===== src/rtl/alu_operand_entry.sv =====
// Operand/op-code entry front end: steps A -> B -> OP -> SHOW on debounced button presses.
// Optional DEBOUNCE_EN inserts a DB_CYCLES stable-time filter in each button path.

module alu_operand_entry_btn #(
   parameter logic [19:0] DB_CYCLES = 20'd1_000_000
) (
   input  logic clk,
   input  logic reset,
   input  logic btn,
   output logic pulse
);
   logic s1, s2, lvl, prev, hold, arm;

   // hold blocks pulses after reset until the raw button has been seen low,
   // so a button held through reset never registers as a press
   always_ff @(posedge clk) begin
      if (reset) begin
         s1    <= 1'b0;
         s2    <= 1'b0;
         prev  <= 1'b0;
         arm   <= 1'b0;
         hold  <= 1'b1;
         pulse <= 1'b0;
      end else begin
         s1    <= btn;
         s2    <= s1;
         prev  <= lvl;
         arm   <= 1'b1;
         if (arm && !s1) hold <= 1'b0;
         pulse <= lvl & ~prev & ~hold;
      end
   end

`ifdef DEBOUNCE_EN
   logic [19:0] cnt;
   logic        filt;

   always_ff @(posedge clk) begin
      if (reset) begin
         cnt  <= '0;
         filt <= 1'b0;
      end else if (s2 != filt) begin
         if (cnt == DB_CYCLES - 20'd1) begin
            filt <= s2;
            cnt  <= '0;
         end else begin
            cnt <= cnt + 20'd1;
         end
      end else begin
         cnt <= '0;
      end
   end

   assign lvl = filt;
`else
   logic unused_db;
   assign unused_db = ^DB_CYCLES;
   assign lvl = s2;
`endif
endmodule

module alu_operand_entry #(
   parameter int          w         = 8,
   parameter logic [19:0] DB_CYCLES = 20'd1_000_000
) (
   input  logic         clk,
   input  logic         reset,
   input  logic [15:0]  sw,
   input  logic         btn_next,
   input  logic         btn_back,
   output logic [w-1:0] a,
   output logic [w-1:0] b,
   output logic [2:0]   op,
   output logic [1:0]   stage,
   output logic         valid,
   output logic         op_err
);
   typedef enum logic [1:0] {ENTER_A = 2'd0, ENTER_B = 2'd1, ENTER_OP = 2'd2, SHOW = 2'd3} state_t;

   state_t         state, state_n;
   logic [w-1:0]   a_n, b_n;
   logic [2:0]     op_n;
   logic           err_n;
   logic           nxt_p, bck_p, nxt_only, bck_only, op_legal;
   logic           unused_sw;

   assign unused_sw = ^sw;

   alu_operand_entry_btn #(.DB_CYCLES(DB_CYCLES)) u_next (
      .clk(clk), .reset(reset), .btn(btn_next), .pulse(nxt_p)
   );
   alu_operand_entry_btn #(.DB_CYCLES(DB_CYCLES)) u_back (
      .clk(clk), .reset(reset), .btn(btn_back), .pulse(bck_p)
   );

   assign nxt_only = nxt_p & ~bck_p;
   assign bck_only = bck_p & ~nxt_p;
   assign op_legal = (sw[2:0] == 3'b001) || (sw[2:0] == 3'b010) ||
                     (sw[2:0] == 3'b011) || (sw[2:0] == 3'b100);

   always_comb begin
      state_n = state;
      a_n     = a;
      b_n     = b;
      op_n    = op;
      err_n   = 1'b0;
      case (state)
         ENTER_A: begin
            if (nxt_only) begin
               a_n     = sw[w-1:0];
               state_n = ENTER_B;
            end
         end
         ENTER_B: begin
            if (nxt_only) begin
               b_n     = sw[w-1:0];
               state_n = ENTER_OP;
            end else if (bck_only) begin
               state_n = ENTER_A;
            end
         end
         ENTER_OP: begin
            if (nxt_only) begin
               state_n = SHOW;
               op_n    = op_legal ? sw[2:0] : 3'b001;
               err_n   = ~op_legal;
            end else if (bck_only) begin
               state_n = ENTER_B;
            end
         end
         SHOW: begin
            if (nxt_only)      state_n = ENTER_A;
            else if (bck_only) state_n = ENTER_OP;
         end
         default: state_n = ENTER_A;
      endcase
   end

   always_ff @(posedge clk) begin
      if (reset) begin
         state  <= ENTER_A;
         a      <= '0;
         b      <= '0;
         op     <= 3'b001;
         valid  <= 1'b0;
         op_err <= 1'b0;
      end else begin
         state  <= state_n;
         a      <= a_n;
         b      <= b_n;
         op     <= op_n;
         valid  <= (state_n == SHOW);
         op_err <= err_n;
      end
   end

   assign stage = state;
endmodule

===== config.mk =====
export PLATFORM = sky130hd
export DESIGN_NAME = alu_operand_entry
export DESIGN_NICKNAME = d
export VERILOG_FILES = /design/src/rtl/alu_operand_entry.sv
export SDC_FILE = /design/constraint.sdc
export NUM_CORES = 1
export LEC_CHECK = 0
export BUFFER_PORTS_ARGS = -buffer_cell sky130_fd_sc_hd__buf_2
export CAP_MARGIN = 20
export CELL_PAD_IN_SITES_DETAIL_PLACEMENT = 1
export CELL_PAD_IN_SITES_GLOBAL_PLACEMENT = 2
export CORE_AREA = 3 3 69 71
export CTS_CLUSTER_SIZE = 12
export DETAILED_ROUTE_END_ITERATION = 8
export DIE_AREA = 0 0 72 74
export PLACE_DENSITY = 0.83
export SETUP_SLACK_MARGIN = 0.1
export SLEW_MARGIN = 20
export SYNTH_ARGS = -nofsm -noshare
export SYNTH_HDL_FRONTEND = slang
export SYNTH_SLANG_ARGS = --single-unit

===== constraint.sdc =====
create_clock -name clk -period 3.8 [get_ports clk]
set_clock_uncertainty 0.15 [all_clocks]
set_input_delay 0.19 -clock clk [delete_from_list [all_inputs] [get_ports clk]]
set_output_delay 0.19 -clock clk [all_outputs]
set_load 0.005 [all_outputs]

==> out/qor.txt, run 1 <==
outcome -> finished clean
CTS tree -> yes
initial core utilization -> 29.11%
Synth cell types -> 26
CP max stage delay -> 620 ps
routability cong. -> 0.6756
Total Routing Usage GR -> 11.84%
Non-Filler Instances -> 215
relative slew slack -> 63.19%
Worst Max-Slew Pin Slew -> 552.2 ps
Layout area overhead -> 22.92%
CTS clk-pin slew, worst paths -> 60 ps
routed wire length -> 2948 um
final setup violation count -> 0
type of origin of the critical path -> flop
# rows -> 24
Worst Setup Slack, final -> 1986 ps
Simple-Gate Fraction of Synth Area -> 25.33%
synthesis-stage register bit count -> 34
port bufs -> 34
Worst-Skew Late Latency -> 280 ps
RSZ-0062 raised after global routing -> no
area fraction in compound gates after synthesis -> 6.707%
Die Ht -> 74 um
Final Power -> 0.6352 mW
Via Count -> 993
Yosys warning count -> 0
CTS sink count -> 34
share of layout cells above drive strength 1 -> 25.15%
cell count after synthesis -> 128
maximum VDD drop -> 112.6 uV
Synth Area per Inst -> 9.765 um2
max cap viols -> 0
Num CTS Buffers -> 5
xor/xnor share of the synthesized area -> 2.102%
CP Capture Type -> flop
largest family of logic cells by synthesized area -> simple AND/OR/NAND/NOR gates
# hold bufs at CTS -> 2
clk root buf -> clkbuf_8
vias in the first global route -> 1028
grt total ovfl -> 0
Placed Area -> 0.001440 mm2
die area -> 0.005328 mm2
fin nets -> 183
pre-CTS setup slack -> 1957 ps
postcts setup bufs -> 0
Cells after DPL -> 206
Slowest cell on crit path -> and4bb_1
Mapped Area -> 0.001250 mm2
post-layout util -> 35.78%
H-tree depth -> 2
HPWL after DPL -> 2121 um
routed wire length per instance -> 13.71 um
commonest cells after routing, fill and taps aside -> dfxtp_1, buf_2, nand2_1
worst path cell trace -> and4bb_1, mux2i_1, nor2_1
type of the worst min-delay path -> input port to flop
DRT antenna net count -> 0
Synth area leaders -> dfxtp_1, mux2i_1, nand2_1
diode count -> 0
Synth top area share -> 54.45%
post-synthesis sequential area ratio -> 54.45%
post-synthesis mux area share -> 7.207%
period utilisation layout -> 47.74%
Critical Path RT -> 3800 ps
core footprint -> 0.004294 mm2
Static Leak -> 0.6169 nW
Worst EP arrival -> 1810 ps
Synth area leader -> dfxtp_1
Post-Synthesis Net Count -> 148
Hold WS -> 15.99 ps
first-pass GRT wire length -> 4733 um
delay-heaviest family, CP -> simple AND/OR/NAND/NOR gates
Slew Limit Fails -> 0
first-pass iteration count of the detailed router -> 4
largest net degree at the start of global routing -> 30
critical path fanouts, max -> 12
Pwr Density -> 413.4 mW/mm2
DRT iter0 DRCs -> 48
Post-Synth Adder-Cell Area -> 0%
DRC -> 0
Setup TNS Final -> 0 ps
Final Critical Period -> 1814 ps
Die W -> 72 um
initial antenna violation count -> 0
kind of critical path -> flop to flop
Worst Path Buf+Inv -> 0
cts repair resizes -> 0
Final Hold Vio Count -> 0
Via-to-Cell Ratio -> 4.619
post-route design area -> 0.001536 mm2
Max Freq -> 551.3 MHz
largest buffer count on any clock path -> 2
Ports -> 43
## cells in the mapped netlist
library cell   n
a221oi_1       1
nand3b_1       2
dfxtp_1       34
buf_6          1
o21ai_0        2
buf_1          1
buf_2          3
nor2b_1        7
inv_1          2
nor3_1         3
xnor2_1        3
nand2b_1       2
nor2_1        11
o21ai_1        1
a21oi_1       12
nand3_1        1
or4b_1         1
nand2_1       21
buf_4          1
and4bb_1       2
nor4b_4        1
mux2i_1        9
nor3b_1        3
clkbuf_1       2
nand4bb_1      1
nor3b_2        1
## where the power goes
group	internal, mW	switching, mW	leakage, nW
Clock	0.126	0.116	0.0383
Combinational	0.0121	0.0152	0.303
Sequential	0.362	0.00325	0.276
## worst paths after layout
path / from / endpoint / slack (ps) / cells past startpoint
worst max register to register: stage[0]$_SDFF_PP0_ / b[7]$_SDFFE_PP0P_ / 1990 / 3
worst min-delay path: sw[4] / a[4]$_SDFFE_PP0P_ / 20 / 3
worst min register to register: u_next.prev$_SDFF_PP0_ / u_next.pulse$_SDFF_PP0_ / 250 / 1
worst max-delay path: stage[0]$_SDFF_PP0_ / b[7]$_SDFFE_PP0P_ / 1990 / 3
## flip-flops by register name, summed over array words and instances (netlist names)
name,cells
u_next.s1,1
u_next.lvl,1
u_next.prev,1
u_back.hold,1
u_back.s1,1
valid,1
u_next.pulse,1
op_err,1
stage,2
a,8
u_back.prev,1
u_back.pulse,1
u_back.lvl,1
op,3
b,8
u_back.arm,1
u_next.hold,1
## logic make-up after synthesis
kind of cell,count (synthesis)
multiplexers,9
AND/OR/NAND/NOR,56
flip-flops,34
AO/OA/AOI/OAI,16
buffers and inverters,10
XOR/XNOR,3
## per-layer routing
layer  part of all wire (%)  vias up  GRT usage, %  wire length (um)
li1                       -      492             -                 -
met1                     41      469         12.69              1221
met2                     51       27         20.41              1492
met3                    5.8        5         3.243               170
met4                    2.1        0         8.142                63
met5                      0        -             0                 0
## worst register-to-register path, stage by stage, from the launching register on
cell	delay, ps
dfxtp_1	570
and4bb_1	620
mux2i_1	280
nor2_1	60
## final cells by class
| cell class | count | area [um2] |
|---|---|---|
| Fill cell | 516 | 2758 |
| Timing Repair Buffer | 36 | 190.2 |
| Multi-Input combinational cell | 84 | 516.7 |
| Inverter | 2 | 7.507 |
| Clock buffer | 7 | 76.32 |
| Tap cell | 52 | 65.06 |
| Sequential cell | 34 | 680.7 |
No activity file was read; power rests on OpenSTA's default activity.
==> run 2: changes to the inputs <==
- CORE_AREA: 3 3 69 71 -> 3 3 75 77
- DIE_AREA: 0 0 72 74 -> 0 0 78 80
- PLACE_DENSITY: 0.83 -> 0.75
- clock period: 3.8 -> 1.5 ns (I/O delays scaled with it)
==> run 2 against run 1 <==
Effect of this change:
- via count rose by 5.6%
- critical path type unchanged
- total power grew to 2.7 times the previous value
- worst setup slack got worse by 1900 ps
==> out/qor.txt, run 2 (synthesis results as in run 1) <==
Setup TNS Final -> 0 ps
critical path fanouts, max -> 8
max cap viols -> 0
Top Registers -> a x8, b x8, op x3
share of layout cells above drive strength 1 -> 35.87%
Layout area overhead -> 44.04%
Total Routing Usage GR -> 10.94%
Worst Max-Slew Pin Slew -> 387.2 ps
final setup violation count -> 0
initial antenna violation count -> 0
CP startpoint -> stage[1]$_SDFF_PP0_
Final Hold Vio Count -> 0
fin nets -> 203
hold path start -> reset
outcome -> finished clean
grt total ovfl -> 0
DRT antenna net count -> 0
Worst EP arrival -> 1390 ps
Via Count -> 1049
largest buffer count on any clock path -> 2
Pwr Density -> 943.2 mW/mm2
switching power -> 0.3599 mW
RSZ-0062 raised after global routing -> yes
H-tree depth -> 2
Static Leak -> 0.7309 nW
CTS tree -> yes
Final Critical Period -> 1394 ps
Non-Filler Instances -> 254
relative slew slack -> 74.19%
Die W -> 78 um
routed wire length -> 3211 um
clk root buf -> clkbuf_8
HPWL after DPL -> 2252 um
largest net degree at the start of global routing -> 21
maximum VDD drop -> 445.8 uV
Via-to-Cell Ratio -> 4.130
routed wire length per instance -> 12.64 um
period utilisation layout -> 92.90%
kind of critical path -> flop to flop
switching share of power -> 21.19%
Die Ht -> 80 um
Worst-Skew Late Latency -> 280 ps
first-pass GRT wire length -> 5244 um
CP Capture Type -> flop
# rows -> 26
DRC -> 0
DRT iter0 DRCs -> 36
most common cell after layout, fill and taps aside -> buf_2
type of origin of the critical path -> flop
die area -> 0.006240 mm2
CTS clk-pin slew, worst paths -> 70 ps
Ports -> 43
CTS sink count -> 34
P_int -> 1.338 mW
vias in the first global route -> 1134
Max Freq -> 717.6 MHz
routability cong. -> 0.7053
initial core utilization -> 24.63%
diode count -> 0
Critical Path RT -> 1500 ps
commonest cells after routing, fill and taps aside -> buf_2, dfxtp_1, nand2_1
Comb power frac -> 5.6%
type of the worst min-delay path -> input port to flop
Slew Limit Fails -> 0
port bufs -> 34
Cells after DPL -> 232
sequential power share -> 54.4%
Clock power frac -> 40.0%
FF-to-FF Start -> stage[1]$_SDFF_PP0_
core footprint -> 0.005075 mm2
first-pass iteration count of the detailed router -> 4
Num CTS Buffers -> 5
[run 2: cell count changes in the layout (fill, tap and decap cells not counted), sizes merged]
cell         before  now
buf              34   46
clkinv            0    1
dlygate4sd3       2   10
[run 2: cell type report]
class / instances / area (um2)
Fill cell: 624 / 3274
Multi-Input combinational cell: 84 / 550.5
Clock inverter: 1 / 5.005
Inverter: 2 / 7.507
Timing Repair Buffer: 56 / 379.1
Tap cell: 70 / 87.58
Clock buffer: 7 / 86.33
Sequential cell: 34 / 684.4
[run 2: power groups by stage]
stage	logic (mW)	clock network [mW]	registers, mW
floorplan	0.0375	0	0.942
global placement	0.0695	0	0.943
detailed placement	0.0724	0	0.944
CTS	0.0942	0.700	0.923
global route	0.107	0.739	0.925
finish	0.0955	0.679	0.924
[run 2: what timing repair did]
item | 4_1_cts | 5_1_grt
hold buffers | 10 | 0
pin swaps | 1 | 2
buffers inserted | 4 | 0
gates resized for setup | 4 | 12
endpoints found under the setup margin | 16 | 16
hold endpoints to repair | 20 | 0
[run 2: final timing paths]
| check | slack, ps | depth (start not counted) | endpoint |
|---|---|---|---|
| setup reg to reg | 110 | 5 | b[2]$_SDFFE_PP0P_ |
| hold / removal | 50 | 2 | u_next.lvl$_SDFF_PP0_ |
| setup / recovery | 110 | 5 | b[2]$_SDFFE_PP0P_ |
| hold reg to reg | 250 | 1 | u_next.pulse$_SDFF_PP0_ |
[run 2: per-layer routing]
layer | vias to the layer above | GRT usage [%] | wire length [um]
met5 | - | 0 | 0
met4 | 0 | 4.895 | 21
met3 | 2 | 2.822 | 102
met2 | 17 | 20.29 | 1739
met1 | 497 | 11.58 | 1347
li1 | 533 | - | -
[run 2: per-stage QoR]
step | total power [mW] | setup slack (ps) | area (um2) | hold WS, ps | util, %
after floorplan | 0.9799 | 38.21 | 1257 | 3.917 | -
after global placement | 1.013 | 72.44 | 1524 | 136.0 | 30.03
after detailed placement | 1.016 | 38.48 | 1524 | 141.2 | 30.03
after CTS | 1.718 | 82.25 | 1760 | 54.64 | 34.69
after global routing | 1.770 | 17.81 | 1800 | 71.44 | 35.48
final | 1.698 | 106.5 | 1800 | 51.60 | 35.48
[run 2: critical path, stage by stage, from the launching register on]
cell and delay (ps):
dfxtp_2 330, buf_6 120, and4bb_1 250, buf_6 160
mux2i_1 190, nor2_1 60
==> run 3: changes to the inputs <==
- CORE_AREA: 3 3 75 77 -> 3 3 104 56
- DIE_AREA: 0 0 78 80 -> 0 0 107 59
- PLACE_DENSITY: 0.75 -> 0.76
==> run 3 against run 2 <==
Effect of this change:
- register-to-register slack is essentially flat
- total power grew 1.7%
- critical path type unchanged
- combinational power is essentially flat
- first-iteration DRC count shrank 11%
- sequential power is essentially flat
- routed wire length shrank 2.5%
- hold slack gained 38 ps
- clock power grew 4.3%
==> out/qor.txt, run 3 (synthesis results as in run 1) <==
relative slew slack -> 66.44%
CP startpoint -> stage[1]$_SDFF_PP0_
core footprint -> 0.004932 mm2
type of origin of the critical path -> flop
Ports -> 43
CTS sink count -> 34
Reg2Reg Depth -> 5
post-route design area -> 0.001793 mm2
max cap viols -> 0
reg2reg end -> b[2]$_SDFFE_PP0P_
grt total ovfl -> 0
Pwr Density -> 963.0 mW/mm2
Final Hold Vio Count -> 0
RSZ-0062 raised after global routing -> yes
DRT antenna net count -> 0
die area -> 0.006313 mm2
Worst EP arrival -> 1410 ps
CTS tree -> yes
Slew Limit Fails -> 0
first-pass GRT wire length -> 5326 um
hold depth -> 2
type of the worst min-delay path -> input port to flop
vias in the first global route -> 1148
kind of critical path -> flop to flop
largest buffer count on any clock path -> 2
Critical Path RT -> 1510 ps
Final Critical Period -> 1398 ps
maximum VDD drop -> 340.3 uV
Non-Filler Instances -> 253
worst setup path endpoint -> b[2]$_SDFFE_PP0P_
routed wire length -> 3132 um
Max Freq -> 715.1 MHz
outcome -> finished clean
Placed Area -> 0.001539 mm2
final setup violation count -> 0
HPWL after DPL -> 2102 um
routability cong. -> 0.7241
Total Routing Usage GR -> 10.93%
Die Ht -> 59 um
# rows -> 18
largest net degree at the start of global routing -> 26
Top Registers -> a x8, b x8, op x3
initial core utilization -> 25.34%
Die W -> 107 um
Layout area overhead -> 43.44%
clk root buf -> clkbuf_8
H-tree depth -> 2
Num CTS Buffers -> 5
Via-to-Cell Ratio -> 4.190
Via Count -> 1060
Worst Setup Slack, final -> 101.7 ps
CP Capture Type -> flop
CTS clk-pin slew, worst paths -> 70 ps
Worst-Skew Late Latency -> 290 ps
most common cell after layout, fill and taps aside -> buf_2
fin nets -> 202
Worst Max-Slew Pin Slew -> 503.4 ps
initial antenna violation count -> 0
first-pass iteration count of the detailed router -> 3
commonest cells after routing, fill and taps aside -> buf_2, dfxtp_1, nand2_1
share of layout cells above drive strength 1 -> 34.43%
routed wire length per instance -> 12.38 um
Cells after DPL -> 234
Reg2Reg Setup Slack -> 100 ps
port bufs -> 34
pre-CTS setup slack -> 8.707 ps
critical path fanouts, max -> 5
diode count -> 0
Setup TNS Final -> 0 ps
Static Leak -> 0.7232 nW
period utilisation layout -> 93.22%
DRC -> 0
FF-to-FF Start -> stage[1]$_SDFF_PP0_
DRT iter0 DRCs -> 32
-- run 3: cell count changes in the layout (fill, tap and decap cells not counted) --
| cell | before | now |
|---|---|---|
| nand2_1 | 18 | 21 |
| nand2_2 | 3 | 0 |
| nor3_2 | 0 | 1 |
| buf_4 | 7 | 6 |
| clkinvlp_4 | 0 | 1 |
| dfxtp_2 | 3 | 2 |
| nor3_1 | 3 | 2 |
| clkbuf_1 | 1 | 0 |
| dfxtp_1 | 31 | 32 |
-- run 3: worst min path at each step --
stage,from,to
floorplan,reset,u_next.prev$_SDFF_PP0_
global placement,btn_next,u_next.s1$_SDFF_PP0_
detailed placement,btn_next,u_next.s1$_SDFF_PP0_
CTS,reset,b[2]$_SDFFE_PP0P_
global route,reset,b[1]$_SDFFE_PP0P_
finish,reset,b[2]$_SDFFE_PP0P_
-- run 3: critical path, stage by stage (launching register included) --
cell	delay [ps]
dfxtp_2	330
buf_6	120
and4bb_1	300
buf_6	150
mux2i_1	180
nor2_1	50
-- run 3: per-layer routing --
layer / global-route usage (%) / routed length [um]
met1: 12.75 / 1408
met2: 19.14 / 1573
met3: 3.373 / 113
met4: 4.372 / 38
met5: 0 / 0
-- run 3: report_power, final --
group,internal (mW),switching (mW),leakage [nW]
Sequential,0.917,0.00615,0.277
Clock,0.369,0.339,0.0472
Combinational,0.0495,0.0462,0.399
-- run 3: final cells by class --
| cell class | instances | area, um2 |
|---|---|---|
| Inverter | 2 | 7.507 |
| Fill cell | 579 | 3139 |
| Timing Repair Buffer | 55 | 371.6 |
| Clock buffer | 6 | 82.58 |
| Multi-Input combinational cell | 84 | 548.0 |
| Sequential cell | 34 | 683.2 |
| Clock inverter | 2 | 12.51 |
| Tap cell | 70 | 87.58 |
-- run 3: repair_timing --
action,4_1_cts,5_1_grt
setup buffers,1,0
hold buffers,10,0
resized for setup,3,10
setup endpoints to repair,12,20
pin swaps,1,2
hold endpoints to repair,21,0
-- run 3: stage by stage --
stage                     util, %  hold slack [ps]  total power, mW
after global routing        36.35            123.0            1.813
after CTS                   35.54            85.73            1.760
after global placement      31.20            145.5            1.014
after detailed placement    31.20            143.0            1.017
final                       36.35            89.89            1.727
after floorplan                 -            3.917           0.9799
